===== config.mk =====
export PLATFORM = sky130hd
export DESIGN_NAME = cpu_ctrl
export DESIGN_NICKNAME = d
export VERILOG_FILES = /design/src/rtl/cpu_ctrl_pkg.sv /design/src/rtl/cpu_ctrl_regfile.sv /design/src/rtl/cpu_ctrl.sv
export SDC_FILE = /design/constraint.sdc
export NUM_CORES = 1
export LEC_CHECK = 0
export CAP_MARGIN = 20
export CELL_PAD_IN_SITES_DETAIL_PLACEMENT = 0
export CELL_PAD_IN_SITES_GLOBAL_PLACEMENT = 1
export CORE_MARGIN = 5
export CORE_UTILIZATION = 58
export CTS_BUF_LIST = sky130_fd_sc_hd__clkbuf_4 sky130_fd_sc_hd__clkbuf_8
export DETAILED_ROUTE_END_ITERATION = 16
export DONT_BUFFER_PORTS = 1
export PLACE_DENSITY = 0.95
export SKIP_LAST_GASP = 1
export SYNTH_ARGS = -nofsm -noshare
export SYNTH_HDL_FRONTEND = slang
export SYNTH_SLANG_ARGS = --single-unit

===== constraint.sdc =====
create_clock -name clk -period 5 [get_ports clk]
set_clock_uncertainty 0.1 [all_clocks]
set_input_delay 1.25 -clock clk [delete_from_list [all_inputs] [get_ports clk]]
set_output_delay 1.25 -clock clk [all_outputs]
set_load 0.01 [all_outputs]

===== src/rtl/cpu_ctrl_pkg.sv =====
// Shared definitions for the 8-bit CPU sequencer: opcodes, FSM states and decode helpers.
package cpu_ctrl_pkg;

  typedef enum logic [3:0] {
    OP_NOP = 4'h0, OP_LDO = 4'h1, OP_LDA = 4'h2, OP_LDR = 4'h3,
    OP_PRE = 4'h4, OP_STO = 4'h5, OP_ADD = 4'h6, OP_SHL = 4'h7,
    OP_SHR = 4'h8, OP_SAR = 4'h9, OP_INV = 4'hA, OP_AND = 4'hB,
    OP_OR  = 4'hC, OP_XOR = 4'hD, OP_JMP = 4'hE, OP_HLT = 4'hF
  } opcode_e;

  typedef enum logic [2:0] {
    S_FETCH, S_DECODE, S_OPFETCH, S_OPLOAD, S_MEM, S_EXEC, S_HALT
  } state_e;

  // Two-byte instructions carry an address/target in the byte after the opcode.
  function automatic logic is_long_op(opcode_e op);
    return op inside {OP_LDO, OP_LDA, OP_STO, OP_JMP};
  endfunction

  function automatic logic is_mem_load(opcode_e op);
    return op inside {OP_LDO, OP_LDA};
  endfunction

  function automatic logic writes_acc(opcode_e op);
    return op inside {OP_LDO, OP_LDA, OP_PRE, OP_ADD, OP_SHL, OP_SHR,
                      OP_SAR, OP_INV, OP_AND, OP_OR, OP_XOR};
  endfunction

endpackage


===== src/rtl/cpu_ctrl_regfile.sv =====
// General-purpose register file: REG_NUM x 8 bits, one async read port, one sync write port.
module cpu_ctrl_regfile #(
  parameter int REG_NUM = 16
) (
  input  logic       clk,
  input  logic       rst,
  input  logic [3:0] raddr,
  output logic [7:0] rdata,
  input  logic       we,
  input  logic [3:0] waddr,
  input  logic [7:0] wdata
);

  localparam int AW = (REG_NUM > 1) ? $clog2(REG_NUM) : 1;

  logic [7:0] regs [REG_NUM];

  // The instruction field is 4 bits wide; smaller files alias modulo their depth.
  function automatic logic [AW-1:0] wrap(input logic [3:0] idx);
    return AW'(32'(idx) % REG_NUM);
  endfunction

  assign rdata = regs[wrap(raddr)];

  // NOTE: software expects every register to read as zero after reset, so the
  // whole array is cleared here rather than left as an unreset memory.
  always_ff @(posedge clk) begin
    if (rst) begin
      for (int i = 0; i < REG_NUM; i++) regs[i] <= '0;
    end else if (we) begin
      regs[wrap(waddr)] <= wdata;
    end
  end

endmodule


===== src/rtl/cpu_ctrl.sv =====
// Instruction sequencer for the 8-bit CPU: fetch/decode FSM, ALU master, ACC/FLAGS/PC and RAM port.
module cpu_ctrl
  import cpu_ctrl_pkg::*;
#(
  parameter logic [7:0] PC_RST  = 8'h00,
  parameter int         REG_NUM = 16
) (
  input  logic       clk,
  input  logic       rst,
  output logic [7:0] rom_addr,
  input  logic [7:0] rom_data,
  output logic [7:0] ram_addr,
  input  logic [7:0] ram_rdata,
  output logic [7:0] ram_wdata,
  output logic       ram_we,
  output logic [3:0] alu_ins,
  output logic [7:0] alu_opnd,
  output logic [7:0] alu_acc,
  input  logic [7:0] alu_res,
  input  logic [3:0] alu_flags,
  output logic [7:0] pc,
  output logic [7:0] acc,
  output logic [3:0] flags,
  output logic       halted
);

  state_e     state, state_next;
  logic [7:0] ir, opnd;
  opcode_e    op, fetched_op;
  logic [7:0] rf_rdata;
  logic       rf_we;

  assign op         = opcode_e'(ir[7:4]);
  assign fetched_op = opcode_e'(rom_data[7:4]);
  assign ram_wdata  = acc;
  assign alu_acc    = acc;
  assign halted     = (state == S_HALT);

  cpu_ctrl_regfile #(.REG_NUM(REG_NUM)) u_regfile (
    .clk   (clk),
    .rst   (rst),
    .raddr (ir[3:0]),
    .rdata (rf_rdata),
    .we    (rf_we),
    .waddr (ir[3:0]),
    .wdata (alu_res)
  );

  // NOTE: all architectural state uses non-blocking assignments so every
  // register samples the pre-edge values of its neighbours.
  always_ff @(posedge clk) begin
    if (rst) begin
      state <= S_FETCH;
      pc    <= PC_RST;
      acc   <= '0;
      flags <= '0;
      ir    <= '0;
      opnd  <= '0;
    end else begin
      state <= state_next;
      case (state)
        S_DECODE: begin
          ir <= rom_data;
          pc <= pc + 8'd1;
        end
        S_OPLOAD: begin
          opnd <= rom_data;
          pc   <= pc + 8'd1;
        end
        S_EXEC: begin
          if (writes_acc(op)) begin
            acc   <= alu_res;
            flags <= alu_flags;
          end
          if (op == OP_JMP) pc <= opnd;
        end
        default: ;
      endcase
    end
  end

  always_comb begin
    state_next = state;
    unique case (state)
      S_FETCH:   state_next = S_DECODE;
      S_DECODE: begin
        if (fetched_op == OP_HLT)     state_next = S_HALT;
        else if (is_long_op(fetched_op)) state_next = S_OPFETCH;
        else                          state_next = S_EXEC;
      end
      S_OPFETCH: state_next = S_OPLOAD;
      S_OPLOAD:  state_next = is_mem_load(op) ? S_MEM : S_EXEC;
      S_MEM:     state_next = S_EXEC;
      S_EXEC:    state_next = S_FETCH;
      S_HALT:    state_next = S_HALT;
      default:   state_next = S_FETCH;
    endcase
  end

  // NOTE: every output gets a default before the case, so no state can leave
  // one unassigned and infer a latch.
  always_comb begin
    rom_addr = pc;
    ram_addr = '0;
    ram_we   = 1'b0;
    alu_ins  = OP_NOP;
    alu_opnd = '0;
    rf_we    = 1'b0;
    case (state)
      S_MEM: begin
        ram_addr = opnd;
        if (op == OP_LDO) rom_addr = opnd;
      end
      S_EXEC: begin
        ram_addr = opnd;
        alu_ins  = op;
        case (op)
          OP_LDO:  alu_opnd = rom_data;
          OP_LDA:  alu_opnd = ram_rdata;
          OP_JMP:  alu_opnd = opnd;
          default: alu_opnd = rf_rdata;
        endcase
        // Reset wins over a store in flight: the strobe drops in the same cycle.
        ram_we = (op == OP_STO) && !rst;
        rf_we  = (op == OP_LDR);
      end
      default: ;
    endcase
  end

endmodule

== Yosys cells after proc, flatten, opt, wreduce, memory -nomap -nowiden ==
Memories as Yosys holds them, arrays and structs flattened. A register that Yosys moved wholly into a read port is not among the register bits.
Index checks and enable logic that the tools add are counted.
Word-level totals
  flip-flop bits (word level): 39
  input port bits: 30
  logic and storage cells: 70
  memories: 1
  RAM bits: 128
  output and inout port bits: 66
Memory list
  u_regfile.regs: words 16, bits a word 8, read ports 1, clocked after memory_dff 1, write ports 16, line cpu_ctrl_regfile.sv:16  | logic [7:0] regs [REG_NUM];
Operators by class
  multiplexer cells: 24
  $add $sub $neg: 1
  eq/ne operators: 26
  reduce and logical (&&, ||, !) cells: 12
Operators with widths (number)
  2-to-1 mux 8 bit: 6
  == test 4 bit, second input constant: 9
  one-hot mux 8 bit (3 select lines): 1
  == test 4 x 3 -> 1 bit, second input constant: 5
  one-hot mux 3 bit (6 select lines): 1
  2-to-1 mux 4 bit: 4
  one-hot mux 8 bit (2 select lines): 1
  == test 4 x 2 -> 1 bit, second input constant: 3
  nonzero test 11 bit: 1
  == test 3 bit, second input constant: 3
  2-to-1 mux 1 bit: 9
  adder 8 x 1 -> 8 bit, second input constant: 1
  == test 4 x 1 -> 1 bit, second input constant: 2
  OR reduction 8 bit: 1
  == test 3 x 2 -> 1 bit, second input constant: 2
  2-to-1 mux 3 bit: 2
  AND reduction 2 bit: 2
  nonzero test 2 bit: 2
  nonzero test 4 bit: 1
  OR reduction 2 bit: 2
  == test 3 x 1 -> 1 bit, second input constant: 1
  zero test 3 bit: 1
  != test 2 bit, second input constant: 1
  logical AND 1 bit: 1
  zero test 1 bit: 1

== Logic depth before layout (Yosys ltp) ==
Gate-level depths: netlist (run 1).
  depth after elaboration: 7
  depth in mapped cells: 7
  gate-level depth less buffers: 5

== By module ==
A second synthesis (run 1) with hierarchy kept.
Second synthesis, totals
  cell total of the unflattened synthesis: 658
  area total of the unflattened synthesis: 8204.1 um2
Modules (own cells, without submodules)
  cpu_ctrl_regfile: area an instance 5861.9 um2, cells each 375, sequential area each 3843.7 um2, times used 1
  cpu_ctrl: area an instance 2342.2 um2, cells each 283, sequential area each 780.7 um2, times used 1

== Least setup slack after synthesis (run 1) ==
OpenSTA, ideal clock, no wires.
  path kind: input to output
  start: input port rst
  end: output port ram_we
  slack: 1.726 ns
  arrival time: 1.924 ns
  required time: 3.650 ns
  buffers on the path: 2
  cell stages on the path: 3
  cells stage by stage: buf_2 > clkbuf_1 > nor3b_1
Between the ends
  longest elaborated chain between the ends: 3
RTL lines
  start, declared: line cpu_ctrl.sv:9  | input logic rst,
  zero test 1 bit: line cpu_ctrl.sv:124  | ram_we = (op == OP_STO) && !rst;
  logical AND 1 bit: line cpu_ctrl.sv:124
  2-to-1 mux 1 bit: line cpu_ctrl.sv:109  | case (state)
  end, declared: line cpu_ctrl.sv:15  | output logic ram_we,
No other way between the ends.

== Worst setup path in the final report (run 1) ==
  start: register ir[5]
  end: output port alu_opnd[5]
Between the ends
  longest elaborated chain between the ends: 3
  elaborated cells between the ends (all ways): 5
  classes of those cells: 3 x eq/ne; 2 x mux
RTL lines
  start, declared: line cpu_ctrl.sv:28  | logic [7:0] ir, opnd;
  start signal, assigned: line cpu_ctrl.sv:63  | ir <= rom_data;
  == test 4 bit, or another cell as far along: line cpu_ctrl.sv:117  | case (op)
  one-hot mux 8 bit (3 select lines) *: line cpu_ctrl.sv:117
  2-to-1 mux 8 bit *: line cpu_ctrl.sv:109
  end, declared: line cpu_ctrl.sv:17  | output logic [7:0] alu_opnd,
Every way passes the cells marked *; elsewhere a longest branch is shown, timed or not.

==> results of run 1 <==
==> worst min-delay path, delay by kind of cell (launching register included) <==
family           cells  cell delay (ns)
flip-flops           1             0.34
AO/OA/AOI/OAI        1             0.08
AND/OR/NAND/NOR      1             0.06
==> metal layers <==
layer	vias up	global-route usage
met5	-	0
met4	0	0.08083
met3	46	0.08251
met2	301	0.3691
met1	2808	0.3083
li1	2477	-
==> layout by cell type, fill, tap and decap left out, types with 10 or more instances in the layout <==
cell type / n
sky130_fd_sc_hd__and2_1: 141
sky130_fd_sc_hd__edfxtp_1: 128
sky130_fd_sc_hd__nand2_1: 46
sky130_fd_sc_hd__mux2i_1: 44
sky130_fd_sc_hd__dfxtp_1: 42
sky130_fd_sc_hd__nor2_1: 28
sky130_fd_sc_hd__mux4_2: 24
sky130_fd_sc_hd__a21oi_1: 23
sky130_fd_sc_hd__nand3b_1: 18
sky130_fd_sc_hd__or2_2: 18
sky130_fd_sc_hd__clkbuf_8: 17
sky130_fd_sc_hd__inv_1: 10
sky130_fd_sc_hd__a211oi_1: 10
==> cell families (layout without fill, tap and decap cells) <==
group                      count (synthesis)  after routing  synth area share
AOI/OAI and AO/OA                         91             91           0.07066
xor gates and xnor gates                   2              2          0.001999
adders and majority gates                  1              1          0.001427
buffers and inverters                     78             45           0.04939
DFF                                      171            171            0.5368
muxes                                     68             68            0.1119
and+or+nand+nor                          307            307            0.2278
==> cell type report <==
type / instances / area (sq um)
Clock buffer: 18 / 241.5
Clock inverter: 14 / 130.1
Fill cell: 1166 / 6036
Inverter: 10 / 37.54
Multi-Input combinational cell: 469 / 3627
Sequential cell: 171 / 4706
Tap cell: 188 / 235.2
Timing Repair Buffer: 3 / 20.02
==> worst max-delay path by stage <==
| stage | endpoint | slack [ns] | cells past startpoint |
|---|---|---|---|
| floorplan | ram_we | 1.73 | 3 |
| global placement | alu_opnd[1] | 1.23 | 4 |
| detailed placement | alu_opnd[5] | 1.18 | 4 |
| CTS | alu_opnd[5] | 0.65 | 4 |
| global route | alu_opnd[5] | 0.40 | 4 |
| finish | alu_opnd[5] | 0.68 | 4 |
==> metrics by stage <==
stage	total power, W	hold WS (ns)	cell area (sq um)
finish	0.002868	0.4193	8997
global route	0.002959	0.4328	8997
CTS	0.002868	0.4245	8990
detailed placement	0.001959	0.4095	8618
global placement	0.001945	0.3961	8613
floorplan	0.001905	0.3769	8765
==> power breakdown <==
group          internal, W  switching, W
Clock             0.000439      0.000495
Combinational     0.000119      0.000160
Sequential         0.00157     0.0000832
Total              0.00213      0.000738
==> registers in the layout (all words and copies together), names as in the netlist, named ones only <==
signal,count
u_regfile.regs,128
acc,8
ir,8
opnd,8
pc,8
flags,4
state,3
==> impl_metrics.env, run 1 <==
export IMPL_area_growth_synth_to_final_pct=2.655
export IMPL_min_period_over_period=0.8640
export IMPL_fp_dieArea_sq_mm=0.01767
export IMPL_cp_end_kind="output port"
export IMPL_via_per_inst=6.451
export IMPL_critPathLaunch="ir[5]"
export IMPL_nets=703
export IMPL_max_stage_delay_ns=0.86
export IMPL_crit_buf_inv=0
export IMPL_finish_cell_count_without_fillers=873
export IMPL_core_rowCount=45
export IMPL_synthMostInstantiatedCell="sky130_fd_sc_hd__and2_1"
export IMPL_routabilityCongestion=0.9369
export IMPL_htree_num_levels=4
export IMPL_report_final_setup_viol=0
export IMPL_detail_route_wirelength_um=20710
export IMPL_grt_util_all_layers=0.2360
export IMPL_r2r_start="state[2]"
export IMPL_ff2ff_path_depth=4
export IMPL_synth_cell_type_count=55
export IMPL_grt_first_pass_wirelength_um=31650
export IMPL_status="finished, final reports clean"
export IMPL_max_freq_mhz=231.5
export IMPL_dpl_worst_slack_ns=1.184
export IMPL_postSynthAreaPerCell_sq_um=12.21
export IMPL_detail_route_wirelength_met1_um=8279
export IMPL_cts_repair_timing_setup_buffer_count=0
export IMPL_ys_ff_latch=171
export IMPL_layout_min_cycle_time_ns=4.320
export IMPL_nets_in_the_synthesized_netlist=749
export IMPL_hold_path_cell_count=2
export IMPL_worst_endpoint_required_ns=3.65
export IMPL_critPathLaunchType="register"
export IMPL_ys_dominant_reg_cell="sky130_fd_sc_hd__edfxtp_1"
export IMPL_final_antenna_net_count=0
export IMPL_die_h_um=132.9
export IMPL_holdCritPathClass="reg2reg"
export IMPL_synth_warnings=0
export IMPL_die_x_um=132.9
export IMPL_synth_top_area_share=0.4385
export IMPL_number_of_max_cap_violations=0
export IMPL_path_delay_family="compound AO/OA/AOI/OAI gates"
export IMPL_most_used_standard_cells_in_the_synthesized_netlist="141 x sky130_fd_sc_hd__and2_1, 128 x sky130_fd_sc_hd__edfxtp_1, 46 x sky130_fd_sc_hd__nand2_1, 44 x sky130_fd_sc_hd__mux2i_1, 43 x sky130_fd_sc_hd__dfxtp_1"
export IMPL_p_leak_nw=3.185
export IMPL_worst_pin_slew_ns=1.095
export IMPL_tritoncts_num_buffers=17
export IMPL_finalHoldViolations=0
export IMPL_post_synth_inst_count=718
export IMPL_diodes=0
export IMPL_synth_enable_flop_cells=128
export IMPL_finalSetupTns_ns=0
export IMPL_wl_met3_um=2027
export IMPL_asyncSetResetFlopFracSynth=0
export IMPL_timing_final_ws_setup_ns=0.6802
export IMPL_final_core_utilization=0.5985
export IMPL_max_slew_margin_rel=0.2697
export IMPL_detailedRoute_firstIterationViolations=628
export IMPL_drcViolationCount=0
export IMPL_crit_chain="nand4b_1 > a21boi_1 > o31ai_1 > a21oi_1"
export IMPL_cts_hold_buffers_added=0
export IMPL_dp_cells=840
export IMPL_layout_drive_gt1_share=0.1547
export IMPL_power_per_cell_area_mw_per_mm2=318.8
export IMPL_drt_first_pass_iters=5
export IMPL_root_buffer="sky130_fd_sc_hd__clkbuf_8"
export IMPL_core_area_sq_mm=0.01503
export IMPL_avgRoutedWirePerCell_um=23.72
export IMPL_number_of_antenna_violations_at_the_first_check_in_global_routing=0
export IMPL_top_layer="met4"
export IMPL_timing_final_max_slew_violations=0
export IMPL_ioPinCount=96
export IMPL_met2RoutedLength_um=9838
export IMPL_timing_worst_setup_path_type="reg2out"
export IMPL_worstHoldStart="opnd[0]"
export IMPL_global_route_overflow_total=0
export IMPL_crit_reg2reg_capture="u_regfile.regs[8][4]"
export IMPL_min_delay_worst_endpoint="pc[0]"
export IMPL_reg2reg_setup_slack_ns=1.83
export IMPL_post_cts_resize_count=0
export IMPL_syn_cell_area_sq_mm=0.008765
export IMPL_io_buffers=0
export IMPL_cts_path_max_buffers=2
export IMPL_tritoncts_clock_tree="done"
export IMPL_place_hpwl_um=14460
export IMPL_worst_path_max_delay_cell="sky130_fd_sc_hd__dfxtp_1"
export IMPL_clkSinkCount=171
export IMPL_detailroute_via_count=5632
export IMPL_grt_start_max_net_pins=47
export IMPL_synth_top_area_cell="sky130_fd_sc_hd__edfxtp_1"
export IMPL_ir_worst_vdd_mv=0.1793
export IMPL_unrepaired_setup_endpoints_after_global_routing="no"
export IMPL_data_arrival_critical_path_ns=2.97
export IMPL_fraction_of_the_yosys_area_taken_by_sequential_cells=0.5368
export IMPL_worstSkewPairLatency_ns=0.46
export IMPL_number_of_global_route_vias_before_repair=5378
export IMPL_clk_pin_slew_worst_paths_ns=0.09
export IMPL_synthTopCellsByArea="sky130_fd_sc_hd__edfxtp_1 44%, sky130_fd_sc_hd__and2_1 10%, sky130_fd_sc_hd__dfxtp_1 9.8%"
export IMPL_effective_utilization_at_floorplan=0.5830
export IMPL_worst_path_max_fanout=25
Power figures use the tool's default switching activity.
==> run 2, diff against run 1 <==
--- a/config.mk
+++ b/config.mk
@@ -5,11 +5,12 @@
 export SDC_FILE = /design/constraint.sdc
 export NUM_CORES = 1
 export LEC_CHECK = 0
+export ABC_AREA = 1
 export CAP_MARGIN = 20
 export CELL_PAD_IN_SITES_DETAIL_PLACEMENT = 0
 export CELL_PAD_IN_SITES_GLOBAL_PLACEMENT = 1
 export CORE_MARGIN = 5
-export CORE_UTILIZATION = 58
+export CORE_UTILIZATION = 54
 export CTS_BUF_LIST = sky130_fd_sc_hd__clkbuf_4 sky130_fd_sc_hd__clkbuf_8
 export DETAILED_ROUTE_END_ITERATION = 16
 export DONT_BUFFER_PORTS = 1
==> impl_metrics.env, run 2 <==
export IMPL_tritoncts_num_buffers=17
export IMPL_p_leak_nw=3.356
export IMPL_drcViolationCount=0
export IMPL_detailedRoute_firstIterationViolations=648
export IMPL_fp_dieArea_sq_mm=0.01800
export IMPL_ioPinCount=96
export IMPL_crit_chain="buf_4 > inv_1 > nand3_1 > nand3_1 > nand3_1 > nand2_1 > a21oi_1"
export IMPL_number_of_antenna_violations_at_the_first_check_in_global_routing=0
export IMPL_post_cts_resize_count=0
export IMPL_final_core_utilization=0.5751
export IMPL_cp_end_kind="output port"
export IMPL_dominant_combinational_cell_family_by_area_after_synthesis="simple AND/OR/NAND/NOR gates"
export IMPL_synth_compound_area_share=0.05905
export IMPL_most_common_layout_cells="240 x sky130_fd_sc_hd__nand2_1, 160 x sky130_fd_sc_hd__nor2_1, 144 x sky130_fd_sc_hd__nand3_1"
export IMPL_ys_ff_latch=171
export IMPL_worst_pin_slew_ns=1.042
export IMPL_effective_utilization_at_floorplan=0.5498
export IMPL_finalSetupTns_ns=0
export IMPL_worstSkewPairLatency_ns=0.46
export IMPL_drt_first_pass_iters=6
export IMPL_grt_util_all_layers=0.2323
export IMPL_timing_final_max_slew_violations=0
export IMPL_report_final_setup_viol=0
export IMPL_largest_reg_flops=128
export IMPL_unrepaired_setup_endpoints_after_global_routing="no"
export IMPL_post_synth_xor_area_fraction=0
export IMPL_max_stage_delay_ns=0.56
export IMPL_nets_in_the_synthesized_netlist=989
export IMPL_worst_path_max_delay_cell="sky130_fd_sc_hd__inv_1"
export IMPL_min_period_over_period=0.8054
export IMPL_yosys_mux_area_fraction=0
export IMPL_simple_gate_share_of_the_synthesized_area=0.3095
export IMPL_power_per_cell_area_mw_per_mm2=377.9
export IMPL_post_layout_total_power_w=0.003291
export IMPL_nets=947
export IMPL_die_h_um=134.2
export IMPL_most_used_standard_cells_in_the_synthesized_netlist="240 x sky130_fd_sc_hd__nand2_1, 160 x sky130_fd_sc_hd__nor2_1, 144 x sky130_fd_sc_hd__nand3_1, 128 x sky130_fd_sc_hd__edfxtp_1, 50 x sky130_fd_sc_hd__a21oi_1"
export IMPL_worst_path_max_fanout=33
export IMPL_timing_worst_setup_path_type="reg2out"
export IMPL_ys_dominant_reg_cell="sky130_fd_sc_hd__edfxtp_1"
export IMPL_synth_enable_flop_cells=128
export IMPL_detail_route_wirelength_um=20760
export IMPL_clkSinkCount=171
export IMPL_synth_cell_type_count=27
export IMPL_reg2reg_setup_slack_ns=1.55
export IMPL_holdCritPathClass="reg2reg"
export IMPL_cpMostUsedCell="sky130_fd_sc_hd__nand3_1"
export IMPL_detailroute_via_count=6450
export IMPL_synth_warnings=0
export IMPL_synth_fa_ha_area_frac=0.001503
export IMPL_cts_repair_timing_setup_buffer_count=0
export IMPL_clk_pin_slew_worst_paths_ns=0.10
export IMPL_synth_top_area_cell="sky130_fd_sc_hd__edfxtp_1"
export IMPL_synth_top_area_share=0.4616
export IMPL_htree_num_levels=4
export IMPL_synthMostInstantiatedCell="sky130_fd_sc_hd__nand2_1"
export IMPL_core_area_sq_mm=0.01515
export IMPL_max_flop_register="u_regfile.regs"
export IMPL_postSynthAreaPerCell_sq_um=8.692
export IMPL_root_buffer="sky130_fd_sc_hd__clkbuf_8"
export IMPL_global_route_overflow_total=0
export IMPL_layout_min_cycle_time_ns=4.027
export IMPL_critPathLaunchType="register"
export IMPL_via_per_inst=5.774
export IMPL_finalHoldViolations=0
export IMPL_tritoncts_clock_tree="done"
export IMPL_post_synth_inst_count=958
export IMPL_status="finished, final reports clean"
export IMPL_layout_drive_gt1_share=0.06889
export IMPL_max_freq_mhz=248.3
export IMPL_diodes=0
export IMPL_finalInstanceArea_sq_mm=0.008710
export IMPL_io_buffers=0
export IMPL_synthTopCellsByArea="sky130_fd_sc_hd__edfxtp_1 46%, sky130_fd_sc_hd__nand2_1 11%, sky130_fd_sc_hd__dfxtp_1 10%"
export IMPL_cts_hold_buffers_added=0
export IMPL_cts_path_max_buffers=2
export IMPL_data_arrival_critical_path_ns=2.68
export IMPL_max_slew_margin_rel=0.3047
export IMPL_asyncSetResetFlopFracSynth=0
export IMPL_final_common_cell="sky130_fd_sc_hd__nand2_1"
export IMPL_syn_cell_area_sq_mm=0.008327
export IMPL_die_x_um=134.2
export IMPL_avgRoutedWirePerCell_um=18.59
export IMPL_routabilityCongestion=0.9111
export IMPL_grt_first_pass_wirelength_um=32420
export IMPL_number_of_max_cap_violations=0
export IMPL_number_of_global_route_vias_before_repair=6064
export IMPL_place_hpwl_um=13920
export IMPL_final_antenna_net_count=0
export IMPL_core_rowCount=45
export IMPL_fraction_of_the_yosys_area_taken_by_sequential_cells=0.5650
export IMPL_grt_start_max_net_pins=65
export IMPL_worst_endpoint_required_ns=3.65
export IMPL_placed_cell_area_sq_mm=0.008255
export IMPL_ir_worst_vdd_mv=0.2552
export IMPL_area_growth_synth_to_final_pct=4.598
## run 2: cell types whose count changed after synthesis, moves of 10 or more
cell / before / now
sky130_fd_sc_hd__inv_1: 10 / 48
sky130_fd_sc_hd__nand3b_1: 18 / 1
sky130_fd_sc_hd__o21ai_0: 6 / 42
sky130_fd_sc_hd__nand2_1: 46 / 240
sky130_fd_sc_hd__clkbuf_1: 27 / 42
sky130_fd_sc_hd__a211oi_1: 10 / 0
sky130_fd_sc_hd__nand3_1: 5 / 144
sky130_fd_sc_hd__and2_1: 141 / 0
sky130_fd_sc_hd__nor2_1: 28 / 160
sky130_fd_sc_hd__mux2i_1: 44 / 0
sky130_fd_sc_hd__or2_2: 18 / 0
sky130_fd_sc_hd__a21oi_1: 23 / 50
sky130_fd_sc_hd__mux4_2: 24 / 0
## run 2: kinds of logic (layout without fill, tap and decap cells)
group / after synthesis / in the layout
and+or+nand+nor: 569 / 569
buffers and inverters: 121 / 92
adders and majority gates: 1 / 1
AOI/OAI and AO/OA: 96 / 96
DFF: 171 / 171
## run 2: final timing paths
kind / start / endpoint / cells after the start
hold / removal: flags[0] / flags[0] / 2
hold reg to reg: flags[0] / flags[0] / 2
setup / recovery: register / alu_opnd[0] / 7
setup reg to reg: state[0] / u_regfile.regs[13][0] / 5
## run 2: worst max-delay path: cells and delay by family (launching register included)
family	cells	cell delay (ns)
AOI/OAI and AO/OA	1	0.30
buffers and inverters	2	0.90
and+or+nand+nor	4	0.66
DFF	1	0.32
## run 2: stage by stage
step	instances	hold slack [ns]	setup slack, ns
final	1117	0.4185	0.9730
after global routing	1117	0.4437	0.7553
after CTS	1115	0.4207	0.9495
after detailed placement	1083	0.4069	1.473
after global placement	1083	0.3966	1.453
after floorplan	958	0.3689	1.801
## run 2: final cells by class
type / instances / area (sq um)
Sequential cell: 171 / 4706
Timing Repair Buffer: 6 / 55.05
Clock inverter: 15 / 195.2
Inverter: 54 / 202.7
Tap cell: 188 / 235.2
Multi-Input combinational cell: 666 / 3082
Fill cell: 1340 / 6436
Clock buffer: 17 / 234.0
## run 2: layer usage
metal	wire (um)	vias up	GRT usage	share of wire
li1	-	3111	-	-
met1	8347	3041	0.2940	0.40
met2	10390	264	0.3927	0.50
met3	1497	34	0.04914	0.072
met4	530	0	0.08937	0.026
met5	0	-	0	0
## run 2: report_power, final
| part | leakage [nW] | switching, W | internal, W |
|---|---|---|---|
| Sequential | 1.67 | 0.0000809 | 0.00159 |
| Clock | 0.221 | 0.000549 | 0.000513 |
| Combinational | 1.46 | 0.000419 | 0.000140 |
| Total | 3.36 | 0.00105 | 0.00224 |
